===== config.mk =====
export PLATFORM = sky130hd
export DESIGN_NAME = adv_timer_input_filter_flat
export DESIGN_NICKNAME = d
export VERILOG_FILES = /design/src/rtl/adv_timer_input_filter_if.sv /design/src/rtl/adv_timer_input_filter.sv /design/src/flat_wrapper.sv
export SDC_FILE = /design/constraint.sdc
export NUM_CORES = 1
export LEC_CHECK = 0
export CORE_MARGIN = 5
export CORE_UTILIZATION = 57
export CTS_CLUSTER_DIAMETER = 60
export DETAILED_ROUTE_END_ITERATION = 16
export HOLD_SLACK_MARGIN = 0.06
export PLACE_DENSITY = 0.86
export SLEW_MARGIN = 10
export SYNTH_ARGS = -nofsm -noshare
export SYNTH_HDL_FRONTEND = slang
export SYNTH_SLANG_ARGS = --single-unit

===== constraint.sdc =====
create_clock -name HCLK -period 10.2 [get_ports HCLK]
set_input_delay 1.02 -clock HCLK [delete_from_list [all_inputs] [get_ports HCLK]]
set_output_delay 1.02 -clock HCLK [all_outputs]
set_load 0.01 [all_outputs]

===== src/rtl/adv_timer_input_filter_if.sv =====
// adv_timer_input_filter_if: pad inputs, per-channel filter config and filtered outputs of the timer input filter.
interface adv_timer_input_filter_if #(
    parameter int N_SIG = 4,
    parameter int FLT_W = 8,
    parameter int CNT_W = 16
);
    logic [N_SIG-1:0]       ext_sig_i;
    logic [N_SIG-1:0]       cfg_en_i;
    logic [N_SIG*FLT_W-1:0] cfg_flt_len_i;
    logic [N_SIG-1:0]       cfg_cnt_clr_i;
    logic [N_SIG-1:0]       sig_o;
    logic [N_SIG-1:0]       rise_o;
    logic [N_SIG-1:0]       fall_o;
    logic [N_SIG*CNT_W-1:0] edge_cnt_o;
    modport master (
        output ext_sig_i, cfg_en_i, cfg_flt_len_i, cfg_cnt_clr_i,
        input  sig_o, rise_o, fall_o, edge_cnt_o
    );
    modport slave (
        input  ext_sig_i, cfg_en_i, cfg_flt_len_i, cfg_cnt_clr_i,
        output sig_o, rise_o, fall_o, edge_cnt_o
    );
endinterface


===== src/rtl/adv_timer_input_filter.sv =====
// adv_timer_input_filter: per-channel synchronizer, stability glitch filter, edge pulses and saturating edge counter.
module adv_timer_input_filter #(
    parameter int N_SIG = 4,
    parameter int FLT_W = 8,
    parameter int CNT_W = 16
) (
    input logic                    HCLK,
    input logic                    HRESET,
    adv_timer_input_filter_if.slave bus
);
    for (genvar n = 0; n < N_SIG; n++) begin : g_ch
        logic             sync1, sync2, flt, rise, fall, diff, acc;
        logic [FLT_W-1:0] stab, len;
        logic [CNT_W-1:0] cnt;
        assign len  = bus.cfg_flt_len_i[n*FLT_W +: FLT_W];
        assign diff = bus.cfg_en_i[n] && (sync2 != flt);
        // >= rather than == so a length lowered mid-count accepts at once
        assign acc  = diff && (stab >= len);
        always_ff @(posedge HCLK or posedge HRESET) begin
            if (HRESET) begin
                sync1 <= 1'b0;
                sync2 <= 1'b0;
                stab  <= '0;
                flt   <= 1'b0;
                rise  <= 1'b0;
                fall  <= 1'b0;
                cnt   <= '0;
            end else begin
                sync1 <= bus.ext_sig_i[n];
                sync2 <= sync1;
                stab  <= (diff && !acc) ? stab + 1'b1 : '0;
                flt   <= acc ? sync2 : flt;
                rise  <= acc && sync2;
                fall  <= acc && !sync2;
                cnt   <= bus.cfg_cnt_clr_i[n] ? '0 : (acc && !(&cnt)) ? cnt + 1'b1 : cnt;
            end
        end
        assign bus.sig_o[n]                    = flt;
        assign bus.rise_o[n]                   = rise;
        assign bus.fall_o[n]                   = fall;
        assign bus.edge_cnt_o[n*CNT_W +: CNT_W] = cnt;
    end
endmodule


===== src/flat_wrapper.sv =====
// flat-port wrapper written by rule: the top's interface ports become plain ports
module adv_timer_input_filter_flat 
#(
    parameter int N_SIG = 4,
    parameter int FLT_W = 8,
    parameter int CNT_W = 16
)
  (HCLK, HRESET, bus_ext_sig_i, bus_cfg_en_i, bus_cfg_flt_len_i, bus_cfg_cnt_clr_i, bus_sig_o, bus_rise_o, bus_fall_o, bus_edge_cnt_o);
  adv_timer_input_filter_if #(.N_SIG(N_SIG), .FLT_W(FLT_W), .CNT_W(CNT_W)) bus_i ();
  input logic HCLK;
  input logic HRESET;
  input wire logic [$bits(bus_i.ext_sig_i)-1:0] bus_ext_sig_i;
  input wire logic [$bits(bus_i.cfg_en_i)-1:0] bus_cfg_en_i;
  input wire logic [$bits(bus_i.cfg_flt_len_i)-1:0] bus_cfg_flt_len_i;
  input wire logic [$bits(bus_i.cfg_cnt_clr_i)-1:0] bus_cfg_cnt_clr_i;
  output wire logic [$bits(bus_i.sig_o)-1:0] bus_sig_o;
  output wire logic [$bits(bus_i.rise_o)-1:0] bus_rise_o;
  output wire logic [$bits(bus_i.fall_o)-1:0] bus_fall_o;
  output wire logic [$bits(bus_i.edge_cnt_o)-1:0] bus_edge_cnt_o;
  assign bus_i.ext_sig_i = bus_ext_sig_i;
  assign bus_i.cfg_en_i = bus_cfg_en_i;
  assign bus_i.cfg_flt_len_i = bus_cfg_flt_len_i;
  assign bus_i.cfg_cnt_clr_i = bus_cfg_cnt_clr_i;
  assign bus_sig_o = bus_i.sig_o;
  assign bus_rise_o = bus_i.rise_o;
  assign bus_fall_o = bus_i.fall_o;
  assign bus_edge_cnt_o = bus_i.edge_cnt_o;
  adv_timer_input_filter #(.N_SIG(N_SIG), .FLT_W(FLT_W), .CNT_W(CNT_W)) u_core (.HCLK(HCLK), .HRESET(HRESET), .bus(bus_i));
endmodule

# Yosys cells after proc, flatten, opt, wreduce, memory -nomap -nowiden
# Index checks and enable logic that the tools add are counted.
# W data, S select, Z words.
classes:
  add_sub_neg: 8
  n_mul: 0
  div_mod_pow: 0
  magnitude_cmp: 4
  n_eq_ne: 4
  n_shift: 0
  muxes: 12
  bitwise: 0
  reduce_logical: 44
ops:
  columns: ["cell", "n"]
  rows:
  - ["$mux W16", 8]
  - ["$add A16 B1 Y16 const B", 4]
  - ["$reduce_and A16 Y1", 4]
  - ["$add A8 B1 Y8 const B", 4]
  - ["$ge A8 B8 Y1", 4]
  - ["$mux W8", 4]
  - ["$logic_and A1 B1 Y1", 24]
  - ["$logic_not A1 Y1", 12]
  - ["$reduce_bool A2 Y1", 4]
  - ["$ne A1 B1 Y1", 4]
totals:
  regBits: 116
  latch_bits: 0
  mem_bits_rw: 0
  romBits: 0
  inputBits: 46
  out_inout_bits: 76
  wordCells: 100
  n_memories: 0

# Logic depth before layout (Yosys ltp)
# Gate-level depths: netlist of run 1.
depth:
  word_depth: 6
  mapped_depth: 9
  mapped_depth_nobuf: 8

# Worst setup path before layout of run 1
# Ideal clock, no wire load.
synth_path:
  path_type: "input -> register"
  start: "input bus_cfg_flt_len_i[8]"
  end: "register u_core.g_ch[1].cnt[3]"
  setup_ns: 0.127
  t_arrival_ns: 2.687
  required_ns: 10.073
  setup_slack_ns: 7.385
  stages: 8
  n_path_buf: 1
  path_cell_list: "ha_1 > nand2b_1 > a2111o_1 > a21oi_1 > buf_2 > nor2_1 > nand4_1 > mux2_1"
synth_via:
  elab_chain_cells: 4
synth_lines:
  columns: ["item", "line_no", "text"]
  rows:
  - ["start: declaration", "flat_wrapper.sv:14", "input wire logic [$bits(bus_i.cfg_flt_len_i)-1:0] bus_cfg_flt_len_i;"]
  - ["$ge A8 B8 Y1", "adv_timer_input_filter.sv:18", "assign acc = diff && (stab >= len);"]
  - ["$logic_and A1 B1 Y1", "adv_timer_input_filter.sv:18", null]
  - ["$logic_and A1 B1 Y1", "adv_timer_input_filter.sv:35", "cnt <= bus.cfg_cnt_clr_i[n] ? '0 : (acc && !(&cnt)) ? cnt + 1'b1 : cnt;"]
  - ["$reduce_bool A2 Y1 (no source line)", null, null]
  - ["end signal: assignment", "adv_timer_input_filter.sv:35", null]
  - ["end: declaration", "adv_timer_input_filter.sv:14", "logic [CNT_W-1:0] cnt;"]
# No other way between the ends.
# A chain may end at the register's enable or synchronous reset.

# Worst setup path after layout of run 1
layout_path:
  start: "input bus_cfg_flt_len_i[16]"
  end: "register u_core.g_ch[2].cnt[11]"
layout_via:
  elab_chain_cells: 4
layout_lines:
  columns: ["item", "line_no"]
  rows:
  - ["$ge A8 B8 Y1", "adv_timer_input_filter.sv:18"]
  - ["$logic_and A1 B1 Y1", "adv_timer_input_filter.sv:18"]
  - ["$logic_and A1 B1 Y1", "adv_timer_input_filter.sv:35"]
  - ["$reduce_bool A2 Y1 (no source line)", null]
  - ["end signal: assignment", "adv_timer_input_filter.sv:35"]
  - ["end: declaration", "adv_timer_input_filter.sv:14"]
# No other way between the ends.

==> impl_metrics.ini, run 1 <==
[clocking]
cts.sinks = 116
cts-buffers-inserted = 17
root_buffer = clkbuf_16
hold_buffers = 0
clock_latency_ps = 410
ctsResizeCount = 0
post_cts_buffers = 0
path_clk_slew_ps = 50
tritoncts = done
htree_num_levels = 4
cts_buffer_depth = 2

[worst_setup_path]
startpoint_type = input port
crit_path_end_kind = flip-flop
arrival_ps = 3790
crit_fanout = 14
path_class = input port to flip-flop
crit_required_ps = 10490

[final_layout]
stdcell_area_sq_um = 8310
finalNetCount = 876
n_antenna_cell = 0
area_delta_synth_final_pct = 28.4
final_core_util_pct = 73.7
drive_above_1_share_pct = 6.61

[min_path]
hp-class = flip-flop to flip-flop

[yosys]
syn_area_sq_um = 6470
synth_common_cells = dfrtp_1 (116), nor2_1 (94), inv_1 (48)
yosysMostFrequentCell = dfrtp_1
synth_cell_types = 51
async_reset_ff_share_pct = 100
synthTopCellsByArea = dfrtp_1 (45%), ha_1 (7.7%), nor2_1 (5.5%)
avgSynthCellArea_sq_um = 9.55
synth-edff-count = 0
synth_area_leader_cell = dfrtp_1
synth_ff_type = dfrtp_1
synthCells = 677
syn-num-nets = 763
synth_top_area_share_pct = 44.9
ys_seq_area_share_pct = 44.9
ys_warn_count = 0
synth_seq_cells = 116

[timing]
setup-violations-final = 0
post-route-period-util_pct = 34.3
drv_slew = 0
hold_violations = 0
worst_pin_slew_ps = 973
fmax_ghz = 0.286
relSlewSlack_pct = 35.1
setup_tns_ps = 0
fin_skew_ps = 8.33
whs_ps = 346
rsz0062_at_grt = no
finalWorstSetupSlack_ps = 6700
fin_crit_ps = 3500

[floorplan]
die_h_um = 117
die-area_sq_um = 13600
ios = 122
fp.coreArea_sq_um = 11300
die_x_um = 117
start_util_pct = 57.4
num_rows = 39

[routing]
vias = 5484
post_drt_wl_per_cell_um = 16.3
totalWireLength_mm = 15.4
viasPerCell = 5.80
antenna_left = 0
drc = 0
first_pass_iters = 5
first_iter_violations = 433

[place]
place_ws_ps = 6370
gp_congestion = 0.864
postPlaceCellArea_sq_um = 7700
portBuffers = 121
hpwl_mm = 10.9

[pwr]
power.density_nw_per_um2 = 136
p_leak_nw = 3.64
ir_drop_v = 0.000112

[global_routing]
gr-total-overflow = 0
grt_pass1_vias = 5530
antenna_found_initial = 0
grt_use_total_pct = 23.9
grt_max_degree = 67
grt_pass1_wl_mm = 25.7

[flow_run]
drv_cap = 0

[status]
status = finished, final reports clean
==> worst max-delay path, cell delays in order <==
cell             delay (ps)
clkdlybuf4s50_1         410
ha_1                    310
nand2b_1                150
a2111o_1                400
a21oi_1                 750
nand3b_4                370
nor4_2                   70
mux2_4                  300
==> worst paths after layout <==
| kind | start | to | slack, ps | cells after the start |
|---|---|---|---|---|
| max | bus_cfg_flt_len_i[16] | u_core.g_ch[2].cnt[11] | 6700 | 8 |
| max in group asynchronous | HRESET | u_core.g_ch[0].cnt[6] | 7910 | 3 |
| min | u_core.g_ch[3].sync1 | u_core.g_ch[3].sync2 | 350 | 0 |
| max reg2reg | u_core.g_ch[2].stab[0] | u_core.g_ch[2].cnt[11] | 7230 | 8 |
| min in group asynchronous | HRESET | u_core.g_ch[1].stab[4] | 1040 | 2 |
| min reg2reg | u_core.g_ch[3].sync1 | u_core.g_ch[3].sync2 | 350 | 0 |
==> cell families (layout without fill, tap and decap cells) <==
kind of cell | after synthesis | after routing | share of synthesized area, %
buf+inv | 76 | 201 | 5.30
fa+ha+maj | 40 | 40 | 7.74
compound gates | 72 | 72 | 7.58
mux | 16 | 16 | 2.94
simple gates | 300 | 300 | 23.8
flops | 116 | 116 | 44.9
xor+xnor | 57 | 57 | 7.72
==> per-stage QoR <==
stage,cells,power (mW)
final,945,1.13
after global routing,945,1.17
after CTS,945,1.14
after detailed placement,914,0.539
after global placement,914,0.535
after floorplan,677,0.510
==> report_power, final <==
| part | switching [mW] | internal [mW] | total (mW) | leakage (nW) |
|---|---|---|---|---|
| Sequential | 0.00434 | 0.465 | 0.469 | 1.60 |
| Clock | 0.202 | 0.399 | 0.602 | 0.294 |
| Combinational | 0.0341 | 0.0280 | 0.0621 | 1.74 |
| Total | 0.241 | 0.892 | 1.13 | 3.64 |
==> final cells by class <==
cell class	count	area [sq um]
sequential	116	2900
timing repair buffer	122	1220
tap	143	179
clock inverter	10	130
multi-input combinational	485	3220
clock buffer	21	470
fill	795	2970
inverter	48	183
==> sequential cells by signal, indices dropped and copies added (netlist names) <==
name and cells:
u_core.g_ch.cnt 64, u_core.g_ch.rise 4, u_core.g_ch.fall 4, u_core.g_ch.sync2 4
u_core.g_ch.flt 4, u_core.g_ch.stab 32, u_core.g_ch.sync1 4
==> metal layers <==
layer	global-route usage [%]	wire, um	share of wire [%]	vias to the layer above
met1	29.5	6300	41	2655
met3	5.28	939	6.1	46
met4	11.4	471	3.1	0
li1	-	-	-	2572
met5	0	0	0	-
met2	39.8	7700	50	211
==> cell usage in the layout (no fill, tap or decap), drive strengths merged, types with 21 or more instances in the layout <==
master	n
a21oi	33
xor2	24
inv	48
clkbuf	21
dfrtp	116
xnor2	33
nand4	24
nor2	94
nor3	35
nand3	46
clkdlybuf4s50	121
ha	40
nand2	31
(Power assumes the default switching activity.)
==> run 2: changes to the inputs <==
Settings changed: CORE_UTILIZATION 57 to 53, PLACE_DENSITY 0.86 to 0.81.
Clock period 10.2 ns to 3.6 ns, I/O delays scaled along.
==> run 2 against run 1 <==
  * Non-clock buffer count up 2
  * Critical path depth is the same
  * Combinational power grew to 2.8 times the previous value
  * Setup slack lost 5600 ps
  * Largest cell class unchanged
  * Largest power group unchanged
  * Global-route usage fell by 3.0 points
  * Critical endpoint is now u_core.g_ch[0].cnt[3]
  * Clock power grew to 2.6 times the previous value
  * Core utilization fell by 4.5 points
==> impl_metrics.ini, run 2 (synthesis results as in run 1) <==
[global_routing]
grt_max_degree = 60
grt_use_total_pct = 20.9
grt_pass1_vias = 5285
grt_pass1_wl_mm = 24.8
met1_usage_pct = 25.9
gr-total-overflow = 0
gr-usage-met3_pct = 5.24
grt.busiest_layer = met2
antenna_found_initial = 0
gr-usage-met2_pct = 35.4

[min_path]
hp-class = flip-flop to flip-flop
holdPathStages = 0

[pwr]
power.density_nw_per_um2 = 372
ir_drop_v = 0.000330
combPwrFrac_pct = 5.7
p_seq_share_pct = 43.0
p_sw_mw = 0.659
clockPowerShare_pct = 51.3
swShare_pct = 21.3
p_total_mw = 3.09
p_leak_nw = 3.64
p_int_mw = 2.43

[routing]
antenna_left = 0
first_iter_violations = 393
totalWireLength_mm = 14.9
first_pass_iters = 4
post_drt_wl_per_cell_um = 15.7
viasPerCell = 5.58
vias = 5300
drc = 0

[floorplan]
die_h_um = 120
num_rows = 40
die_x_um = 120
ios = 122
fp.coreArea_sq_um = 12000
die-area_sq_um = 14500
start_util_pct = 53.8

[timing]
setup_tns_ps = 0
setup-violations-final = 0
post-route-period-util_pct = 68.8
relSlewSlack_pct = 50.5
whs_ps = 345
fmax_ghz = 0.404
hold_violations = 0
fin_skew_ps = 7.60
worst_pin_slew_ps = 743
fin_crit_ps = 2480
rsz0062_at_grt = no
finalWorstSetupSlack_ps = 1120
drv_slew = 0

[clocking]
cts.sinks = 116
post_cts_buffers = 0
clock_latency_ps = 410
tritoncts = done
htree_num_levels = 4
root_buffer = clkbuf_16
cts_buffer_depth = 2
cts-buffers-inserted = 17
ctsResizeCount = 0
path_clk_slew_ps = 50
hold_buffers = 0

[place]
dp.cells = 920
gp_congestion = 0.835
postPlaceCellArea_sq_um = 7740
place_ws_ps = 821
portBuffers = 121
hpwl_mm = 10.6

[flow_run]
drv_cap = 0

[worst_setup_path]
startpoint_type = flip-flop
critPathSlowestCell = a2111o_1
cp_num_buf_inv = 1
r2r_cells = 8
path_class = flip-flop to flip-flop
critPathMaxStageDelay_ps = 450
crit_path_end_kind = flip-flop
crit_fanout = 10
crit_cells = 8
crit_chain = inv_1 -> ha_1 -> nand2b_1 -> a2111o_1 -> a21oi_4 -> nor2_1 -> nand4_1 -> mux2_1
arrival_ps = 2760
crit_required_ps = 3890
critical-path-top-delay-family = compound AO/OA/AOI/OAI gates

[final_layout]
fill_cells = 923
area_delta_synth_final_pct = 28.4
final_core_util_pct = 69.1
layout_common_cells = clkdlybuf4s50_1 (121), dfrtp_1 (116), nor2_1 (94), inv_1 (47), nand3_1 (46)
largestRegisters = u_core.g_ch.cnt: 64 flops, u_core.g_ch.stab: 32 flops
finalNetCount = 878
drive_above_1_share_pct = 6.72
n_antenna_cell = 0
finalNonFillerCells = 950
final_common_cell = clkdlybuf4s50_1
largest_reg_flops = 64
stdcell_area_sq_um = 8310
regMostFlops = u_core.g_ch.cnt

[status]
status = finished, final reports clean
run 2: changes by cell type in the layout (fill, tap and decap cells not counted):
cell,change
buf_4,+1
buf_12,+1
clkinvlp_4,-2
bufinv_16,-3
clkbuf_8,+6
clkinv_2,-2
run 2: cell type report:
cell class | count | area (sq um) | area share [%]
multi-input cells | 485 | 3220 | 38.8
flip-flops and latches | 116 | 2900 | 35.0
repair buffers | 124 | 1250 | 15.0
clock buffers | 27 | 553 | 6.66
well taps | 147 | 184 | 2.21
inverters | 48 | 183 | 2.20
clock inverters | 3 | 15.0 | 0.181
run 2: final timing paths:
path                       slack (ps)                    end                    from
min                               350   u_core.g_ch[2].sync2    u_core.g_ch[2].sync1
min in group asynchronous         440   u_core.g_ch[2].sync1                  HRESET
max in group asynchronous        2380  u_core.g_ch[0].cnt[3]                  HRESET
max reg2reg                      1120  u_core.g_ch[0].cnt[3]  u_core.g_ch[0].stab[0]
min reg2reg                       350   u_core.g_ch[2].sync2    u_core.g_ch[2].sync1
max                              1120  u_core.g_ch[0].cnt[3]  u_core.g_ch[0].stab[0]
run 2: layer usage:
metal	wire, um	vias to the layer above
met5	0	-
met4	106	0
met3	646	10
met2	7660	121
met1	6470	2597
li1	-	2572
run 2: worst reg2reg max path, delay by kind of cell (launching register included):
| family | cells | cell delay, ps |
|---|---|---|
| compound gates | 2 | 760 |
| flops | 1 | 410 |
| mux | 1 | 320 |
| simple gates | 3 | 510 |
| buf+inv | 1 | 80 |
| fa+ha+maj | 1 | 270 |
run 2: power groups by stage:
stage	registers, mW	clock network (mW)	logic [mW]
2_1_floorplan	1.35	0	0.0966
3_3_place_gp	1.35	0	0.169
3_5_place_dp	1.35	0	0.178
4_1_cts	1.33	1.62	0.179
5_1_grt	1.33	1.68	0.198
6_report	1.33	1.59	0.176
